## src/rtl/alzette_seq.sv

```systemverilog
// alzette_seq: iterative Alzette ARX-box engine.
//
// One rotate-and-combine datapath (rd = rs1 {+,-,^} ror(rs2, imm)) is reused over the
// 12 micro-operations of a full Alzette evaluation, one micro-op per RUN cycle.
//
// Ports:
//   g_clk, g_resetn        clock; synchronous active-low reset
//   in_valid / in_ready    request handshake; in_x, in_y, in_c, in_inv captured on accept
//   out_valid / out_ready  result handshake; out_x, out_y driven from the x/y registers
//   busy                   high while RUN or DONE
//
// Build option: define ALZETTE_SEQ_INV_EN to enable the inverse schedule (in_inv = 1).
// Without it, in_inv is ignored and no subtract path is built.

module alzette_seq (
    input  logic        g_clk,
    input  logic        g_resetn,
    input  logic        in_valid,
    output logic        in_ready,
    input  logic [31:0] in_x,
    input  logic [31:0] in_y,
    input  logic [31:0] in_c,
    input  logic        in_inv,
    output logic        out_valid,
    input  logic        out_ready,
    output logic [31:0] out_x,
    output logic [31:0] out_y,
    output logic        busy
);

    typedef enum logic [1:0] {StIdle, StRun, StDone} state_e;
    typedef enum logic [1:0] {OpXor, OpAdd, OpSub} op_e;

    state_e      state_q, state_d;
    logic [31:0] x_q, x_d;
    logic [31:0] y_q, y_d;
    logic [31:0] c_q, c_d;
    logic [3:0]  cnt_q, cnt_d;
    logic        in_ready_q, in_ready_d;

`ifdef ALZETTE_SEQ_INV_EN
    logic        inv_q, inv_d;
`else
    logic        unused_in_inv;
    assign unused_in_inv = in_inv;
`endif

    // Rotate right by 0..31; a shift by 32 yields 0, so n = 0 returns v unchanged.
    function automatic logic [31:0] ror32(input logic [31:0] v, input logic [4:0] n);
        return (v >> n) | (v << (6'd32 - {1'b0, n}));
    endfunction

    // Step counter split into round (cnt / 3) and sub-op (cnt % 3).
    logic [1:0] rnd, sub;
    always_comb begin
        {rnd, sub} = 4'b0000;
        case (cnt_q)
            4'd1:    {rnd, sub} = 4'b0001;
            4'd2:    {rnd, sub} = 4'b0010;
            4'd3:    {rnd, sub} = 4'b0100;
            4'd4:    {rnd, sub} = 4'b0101;
            4'd5:    {rnd, sub} = 4'b0110;
            4'd6:    {rnd, sub} = 4'b1000;
            4'd7:    {rnd, sub} = 4'b1001;
            4'd8:    {rnd, sub} = 4'b1010;
            4'd9:    {rnd, sub} = 4'b1100;
            4'd10:   {rnd, sub} = 4'b1101;
            4'd11:   {rnd, sub} = 4'b1110;
            default: {rnd, sub} = 4'b0000;
        endcase
    end

    // Inverse walks the rounds backwards: 3 - r is the bitwise complement of a 2-bit r.
    logic [1:0] rnd_eff;
`ifdef ALZETTE_SEQ_INV_EN
    assign rnd_eff = inv_q ? ~rnd : rnd;
`else
    assign rnd_eff = rnd;
`endif

    logic [4:0] rot_a, rot_b;
    always_comb begin
        rot_a = 5'd31;
        rot_b = 5'd24;
        case (rnd_eff)
            2'd0: begin rot_a = 5'd31; rot_b = 5'd24; end
            2'd1: begin rot_a = 5'd17; rot_b = 5'd17; end
            2'd2: begin rot_a = 5'd0;  rot_b = 5'd31; end
            2'd3: begin rot_a = 5'd24; rot_b = 5'd16; end
            default: ;
        endcase
    end

    // Operand selection; the default is the "x ^= c" micro-op.
    op_e         op;
    logic [31:0] src1, opnd, rot_val, alu_res;
    logic [4:0]  amt;
    logic        dst_y;
    always_comb begin
        op    = OpXor;
        src1  = x_q;
        opnd  = c_q;
        amt   = 5'd0;
        dst_y = 1'b0;
        case (sub)
            2'd0: begin
`ifdef ALZETTE_SEQ_INV_EN
                if (!inv_q) begin
                    op   = OpAdd;
                    opnd = y_q;
                    amt  = rot_a;
                end
`else
                op   = OpAdd;
                opnd = y_q;
                amt  = rot_a;
`endif
            end
            2'd1: begin
                src1  = y_q;
                opnd  = x_q;
                amt   = rot_b;
                dst_y = 1'b1;
            end
            2'd2: begin
`ifdef ALZETTE_SEQ_INV_EN
                if (inv_q) begin
                    op   = OpSub;
                    opnd = y_q;
                    amt  = rot_a;
                end
`endif
            end
            default: ;
        endcase
    end

    assign rot_val = ror32(opnd, amt);

    always_comb begin
        alu_res = src1 ^ rot_val;
        case (op)
            OpAdd:   alu_res = src1 + rot_val;
`ifdef ALZETTE_SEQ_INV_EN
            OpSub:   alu_res = src1 - rot_val;
`endif
            default: alu_res = src1 ^ rot_val;
        endcase
    end

    // Next-state logic.
    always_comb begin
        state_d = state_q;
        x_d     = x_q;
        y_d     = y_q;
        c_d     = c_q;
        cnt_d   = cnt_q;
`ifdef ALZETTE_SEQ_INV_EN
        inv_d   = inv_q;
`endif
        case (state_q)
            StIdle: begin
                if (in_valid && in_ready_q) begin
                    x_d     = in_x;
                    y_d     = in_y;
                    c_d     = in_c;
`ifdef ALZETTE_SEQ_INV_EN
                    inv_d   = in_inv;
`endif
                    cnt_d   = 4'd0;
                    state_d = StRun;
                end
            end
            StRun: begin
                if (dst_y) begin
                    y_d = alu_res;
                end else begin
                    x_d = alu_res;
                end
                if (cnt_q == 4'd11) begin
                    state_d = StDone;
                end else begin
                    cnt_d = cnt_q + 4'd1;
                end
            end
            StDone: begin
                if (out_ready) begin
                    state_d = StIdle;
                end
            end
            default: state_d = StIdle;
        endcase
        // Registered so in_ready stays low through reset and never depends on inputs.
        in_ready_d = (state_d == StIdle);
    end

    always_ff @(posedge g_clk) begin
        if (!g_resetn) begin
            state_q    <= StIdle;
            x_q        <= 32'd0;
            y_q        <= 32'd0;
            c_q        <= 32'd0;
            cnt_q      <= 4'd0;
            in_ready_q <= 1'b0;
`ifdef ALZETTE_SEQ_INV_EN
            inv_q      <= 1'b0;
`endif
        end else begin
            state_q    <= state_d;
            x_q        <= x_d;
            y_q        <= y_d;
            c_q        <= c_d;
            cnt_q      <= cnt_d;
            in_ready_q <= in_ready_d;
`ifdef ALZETTE_SEQ_INV_EN
            inv_q      <= inv_d;
`endif
        end
    end

    assign in_ready  = in_ready_q;
    assign out_valid = (state_q == StDone);
    assign busy      = (state_q != StIdle);
    assign out_x     = x_q;
    assign out_y     = y_q;

endmodule

```

## config.mk

```make
export PLATFORM = sky130hd
export DESIGN_NAME = alzette_seq
export DESIGN_NICKNAME = d
export VERILOG_FILES = /design/src/rtl/alzette_seq.sv
export SDC_FILE = /design/constraint.sdc
export NUM_CORES = 1
export LEC_CHECK = 0
export ABC_CLOCK_PERIOD_IN_PS = 8070
export BUFFER_PORTS_ARGS = -buffer_cell sky130_fd_sc_hd__buf_2
export CORE_AREA = 2 2 165 167
export CTS_BUF_LIST = sky130_fd_sc_hd__clkbuf_8
export CTS_CLUSTER_SIZE = 25
export DETAILED_ROUTE_END_ITERATION = 12
export DIE_AREA = 0 0 167 169
export GPL_ROUTABILITY_DRIVEN = 1
export HOLD_SLACK_MARGIN = 0.1
export PLACE_DENSITY = 0.65
export REMOVE_ABC_BUFFERS = 1
export SYNTH_ARGS = -nofsm -noshare
export SYNTH_HDL_FRONTEND = slang
export SYNTH_SLANG_ARGS = --single-unit
```

## constraint.sdc

```tcl
create_clock -name g_clk -period 8.07 [get_ports g_clk]
set_input_delay 1.614 -clock g_clk [delete_from_list [all_inputs] [get_ports g_clk]]
set_output_delay 1.614 -clock g_clk [all_outputs]
set_load 0.1 [all_outputs]
```

# == Word-level counts from Yosys, hierarchy flattened ==
# Memory sizes are Yosys's and may differ from the RTL's. A register that Yosys moved wholly into a read port is not among the register bits.
# Index checks and enable logic that the tools add are counted.
# word_totals
regBits,103
out_inout_bits,67
mem_bits_ro,64
memories,1
latch_bits,0
ramBits,0
# memory_table
memory,depth,width,read_ports,rd_ports_with_merged_regs,wr,line_no,rtl
(no name shown),16,4,1,1,0,57,case (cnt_q)
# classes
n_reduce_logical,11
n_div,0
muxes,23
mul,0
n_eq_ne,12
order_cmp,0
n_shift,2
addsub,3
bitwise_logic,2
# ops
op,n
32-bit 2-to-1 mux,6
32-bit one-hot mux with 2 select lines,3
5-bit one-hot mux with 4 select lines,2
32-bit adder,1
32-bit bitwise OR,1
32-bit by 6-bit left shift with 32-bit output,1
32-bit by 5-bit right shift with 32-bit output,1
32-bit bitwise XOR,1
4-bit 2-to-1 mux,4
5-bit one-hot mux with 2 select lines,1
3-bit AND reduction,3
"2-bit by 1-bit == test with 1-bit output, second input constant",4
2-bit logical NOT,4
"2-bit inequality test, second input constant",4
4-bit one-hot mux with 2 select lines,1
"2-bit == test, second input constant",3
2-bit 2-to-1 mux,3
2-bit one-hot mux with 3 select lines,1
"6-bit by 5-bit subtractor with 6-bit output, first input constant",1
"4-bit by 1-bit adder with 4-bit output, second input constant",1
"4-bit == test, second input constant",1
2-bit nonzero test,2
1-bit 2-to-1 mux,2
2-bit AND reduction,1
1-bit logical AND,1

# == Logic depth before layout (Yosys ltp) ==
# depth
word_depth,10
mapped_depth,28
depth_no_buf,24

# == Least setup slack after synthesis ==
# OpenSTA, ideal clock, no wires.
# synth_timing
path_kind,register to register
start,"register, netlist name rnd[1]"
end,"register x_q[22], in the netlist out_x[22]"
slack_ns,2.470
n_path_buf,4
path_stages_with_launch,28
setup_ns,0.124
t_arrival_ns,5.476
cell_sequence,dfxtp_1 -> inv_1 -> ha_1 -> nor2b_4 -> buf_6 -> nor3_4 -> inv_2 -> buf_2 -> buf_2 -> buf_2 -> ha_1 -> nor4_1 -> nor2_1 -> nor2_1 -> nand2_1 -> o211ai_1 -> ha_1 -> inv_1 -> fa_1 -> nor2b_1 -> o21a_1 -> o211a_1 -> o211a_1 -> o21ai_0 -> a211oi_1 -> o21ai_0 -> mux2i_1 -> a21oi_1
# synth_via
elab_chain_cells,10
# synth_rtl
item,line_no,rtl
"2-bit == test, or another cell as far along",85,case (rnd_eff)
5-bit one-hot mux with 4 select lines,85,
5-bit one-hot mux with 2 select lines (*),105,case (sub)
6-bit by 5-bit subtractor with 6-bit output,50,"return (v >> n) | (v << (6'd32 - {1'b0, n}));"
32-bit by 6-bit left shift with 32-bit output,50,
32-bit bitwise OR (*),50,
32-bit adder or 32-bit bitwise XOR (tied branches),"143, 147",
32-bit 2-to-1 mux (*),142,case (op)
32-bit 2-to-1 mux (*),175,if (dst_y) begin
32-bit one-hot mux with 2 select lines (*),161,case (state_q)
end signal: assignment,200,x_q <= 32'd0;
end signal: assignment,210,x_q <= x_d;
end: declaration,35,"logic [31:0] x_q, x_d;"
# Every way passes the cells marked *; elsewhere a longest branch is shown, timed or not. The select of a mux whose other input is x is not followed.
# A chain may end at the register's enable or synchronous reset.

# == Final worst setup path ==
# layout_timing
start,"register, netlist name sub[0]"
end,"register y_q[22], in the netlist out_y[22]"
# layout_via
elab_chain_cells,9
# layout_rtl
item,line_no,rtl
2-bit by 1-bit == test with 1-bit output or 2-bit logical NOT (tied branches),105,
5-bit one-hot mux with 2 select lines,105,
6-bit by 5-bit subtractor with 6-bit output,50,
32-bit by 6-bit left shift with 32-bit output,50,
32-bit bitwise OR,50,
32-bit adder or 32-bit bitwise XOR (tied branches),"143, 147",
32-bit 2-to-1 mux,142,
32-bit 2-to-1 mux,175,
32-bit one-hot mux with 2 select lines,161,
end signal: assignment,211,y_q <= y_d;
end: declaration,36,"logic [31:0] y_q, y_d;"
# Several ways; a longest one is shown, not always the timed one. The select of a mux whose other input is x is not followed.

==> out/results.md <==
- **largest cells by area after synthesis** sky130_fd_sc_hd__dfxtp_1 21%, sky130_fd_sc_hd__mux2i_1 7.6%, sky130_fd_sc_hd__a21oi_1 7.4%, sky130_fd_sc_hd__nand2_1 6.1%, sky130_fd_sc_hd__o21ai_0 6.0%
- **antenna violations before repair** 0
- **drt initial violations** 951
- **worst setup path class** register to register
- **final wirelength** 39400 um
- **total number of clock tree sinks** 107
- **CP startpoint kind** register
- **Remaining DRCs** 0
- **top cell type's share of synthesized area** 0.205
- **busiest layer in global routing** met2
- **commonest cells after routing, fill and taps aside** 171 x sky130_fd_sc_hd__nand2_1, 166 x sky130_fd_sc_hd__buf_2, 154 x sky130_fd_sc_hd__a21oi_1
- **final number of setup-violating endpoints** 0
- **number of global-route vias before repair** 10500
- **global routing usage on met3** 0.0325
- **EDFF count, synth** 0
- **Vias** 11100
- **Tcrit/Tclk final** 0.820
- **sequential share of the synthesized area** 0.205
- **outcome** finished clean
- **clock latency on the worst-skew pair** 420 ps
- **f_max** 0.151 GHz
- **Layout area overhead** 12.4%
- **critical path peak fanout** 24
- **count of port buffers added during placement** 166
- **share of cells above drive strength 1** 0.210
- **IR Drop Worst-Case VDD** 0.117 mV
- **clock tree from TritonCTS** yes
- **post-route antenna net violation count** 0
- **global-route wire length before repair** 61100 um
- **worst-case clock skew** 16.8 ps
- **final critical path time including I/O delays and setup** 6620 ps
- **root buf cell** sky130_fd_sc_hd__clkbuf_8
- **gpl congestion** 0.996
- **Post-synth ARST share** 0
- **horizontal die dimension** 167 um
- **CTS hold repair buffers** 0
- **count of antenna diodes in the layout** 0
- **starting density of the core** 0.394
- **WP data arrival** 6920 ps
- **number of nets in the final layout** 1663
- **Post-CTS Setup Inserts** 0
- **most common cell after layout, fill and taps aside** sky130_fd_sc_hd__nand2_1
- **area of the core** 26500 um2
- **clock edge transition at the registers on the reported setup and hold paths** 120 ps
- **area of the die** 28200 um2
- **Pleak** 0.00508 uW
- **Slew @ Worst Pin** 1020 ps
- **boundary pin count** 168
- **Worst Hold Class** register to register
- **maximum capacitance violations** 0
- **die height** 169 um
- **count of cells resized by post-cts repair** 0
- **RSZ-0062 raised after global routing** no
- **critical path required time** 8380 ps
- **Max H-tree Level** 3
- **Gate Count Post-Synth** 1406
- **Total GRT Usage** 0.272
- **Hold Fails Final Rpt** 0
- **Slew Limit Fails** 0
- **final-layout setup total negative slack** 0 ps
- **count of state elements after synthesis** 107
- **Top FF cell, synth** sky130_fd_sc_hd__dfxtp_1
- **worst hold margin** 474 ps
- **router iterations before antenna repair** 5
- **summed instance area of the synthesized netlist** 10400 um2
- **post-DR vias/cell** 5.96
- **library cell with the largest summed area after synthesis** sky130_fd_sc_hd__dfxtp_1
- **Synth cell types** 83
- **HPWL after detailed placement** 30100 um
- **Yosys warnings** 0
- **buffer depth of the longest clock path** 2
- **mean area per synthesized cell** 7.43 um2
- **max_slew headroom** 0.316
- **largest net degree at the start of global routing** 106
- **met1 demand-to-capacity share in global routing** 0.368
- **average routed wire per standard cell** 21.1 um
- **Pwr per Cell Area** 186 nW/um2
- **global-route met2 utilization** 0.451
- **placement row count** 60
- **critical path endpoint category** register
- **remaining global-route overflow** 0
- **CTS buffer count** 9
- **filler cell count** 2782
[kinds of logic after synthesis]
| kind of cell | share of synthesized area |
|---|---|
| buf+inv | 0.0557 |
| simple gates | 0.190 |
| fa+ha+maj | 0.0522 |
| xor+xnor | 0.0176 |
| mux | 0.167 |
| flops | 0.205 |
| compound gates | 0.313 |
[stage by stage]
step	power (uW)	cell area, um2	instances	util	setup slack, ps
after global routing	2310	11700	1865	0.443	918
final	2190	11700	1865	0.443	1450
after global placement	1830	11600	1849	0.436	1530
after CTS	2180	11700	1865	0.443	1470
after floorplan	1490	9980	1304	-	761
after detailed placement	1840	11600	1849	0.436	1510
[cell usage after synthesis, types with 23 or more instances]
cell type and n:
sky130_fd_sc_hd__o21ai_0 126, sky130_fd_sc_hd__nand2_1 171, sky130_fd_sc_hd__a21boi_0 44, sky130_fd_sc_hd__nor2_1 116, sky130_fd_sc_hd__ha_1 42, sky130_fd_sc_hd__o211ai_1 35
sky130_fd_sc_hd__dfxtp_1 107, sky130_fd_sc_hd__nor3_1 28, sky130_fd_sc_hd__mux2i_1 79, sky130_fd_sc_hd__clkbuf_1 72, sky130_fd_sc_hd__mux2_2 53, sky130_fd_sc_hd__a21oi_1 155
sky130_fd_sc_hd__a21o_1 23, sky130_fd_sc_hd__inv_1 25
[final timing paths]
kind	start	endpoint	slack, ps	cells past startpoint
hold / removal	c_q[16]	c_q[16]	470	2
setup / recovery	sub[0]	out_y[22]	1450	21
setup reg to reg	sub[0]	out_y[22]	1450	21
hold reg to reg	c_q[16]	c_q[16]	470	2
[per-layer routing]
metal / share of wire / routed length, um / vias up
met4: 0.031 / 1210 / 0
met2: 0.46 / 18200 / 420
met1: 0.45 / 17900 / 5244
met5: 0 / 0 / -
li1: - / - / 5383
met3: 0.055 / 2180 / 65
[worst max-delay path: stages, from the launching register on]
cell and delay (ps):
sky130_fd_sc_hd__dfxtp_2 810, sky130_fd_sc_hd__nor3_4 220, sky130_fd_sc_hd__nor3_4 220, sky130_fd_sc_hd__buf_4 310, sky130_fd_sc_hd__inv_2 240, sky130_fd_sc_hd__ha_1 320, sky130_fd_sc_hd__nor4_1 730, sky130_fd_sc_hd__nor2_1 290
sky130_fd_sc_hd__nor2_1 570, sky130_fd_sc_hd__nand2_1 120, sky130_fd_sc_hd__o211ai_1 150, sky130_fd_sc_hd__ha_1 320, sky130_fd_sc_hd__nor2b_1 150, sky130_fd_sc_hd__o21a_1 190, sky130_fd_sc_hd__o211a_1 240, sky130_fd_sc_hd__o211a_1 240
sky130_fd_sc_hd__o21ai_0 370, sky130_fd_sc_hd__a211oi_1 150, sky130_fd_sc_hd__buf_4 190, sky130_fd_sc_hd__o21ai_0 200, sky130_fd_sc_hd__mux2i_1 340, sky130_fd_sc_hd__a21oi_1 120
[layout make-up]
type	instances	area (um2)	share of cell area
clock buffers	10	138	0.0117
clock inverters	6	45.0	0.00384
inverters	30	113	0.00959
multi-input cells	1167	7760	0.661
flip-flops and latches	107	2140	0.183
well taps	341	427	0.0363
repair buffers	204	1120	0.0951
[power breakdown]
part,internal [uW],total (uW),switching [uW]
sequential,572,617,44.9
combinational,380,1220,845
clock,124,345,221
[registers in the layout, indices dropped and copies added, names as in the netlist]
register,count
c_q,32
out_x,32
out_y,32
cnt_q,4
rnd,2
state_q,2
sub,2
in_ready,1
No activity file was read; power rests on OpenSTA's default activity.
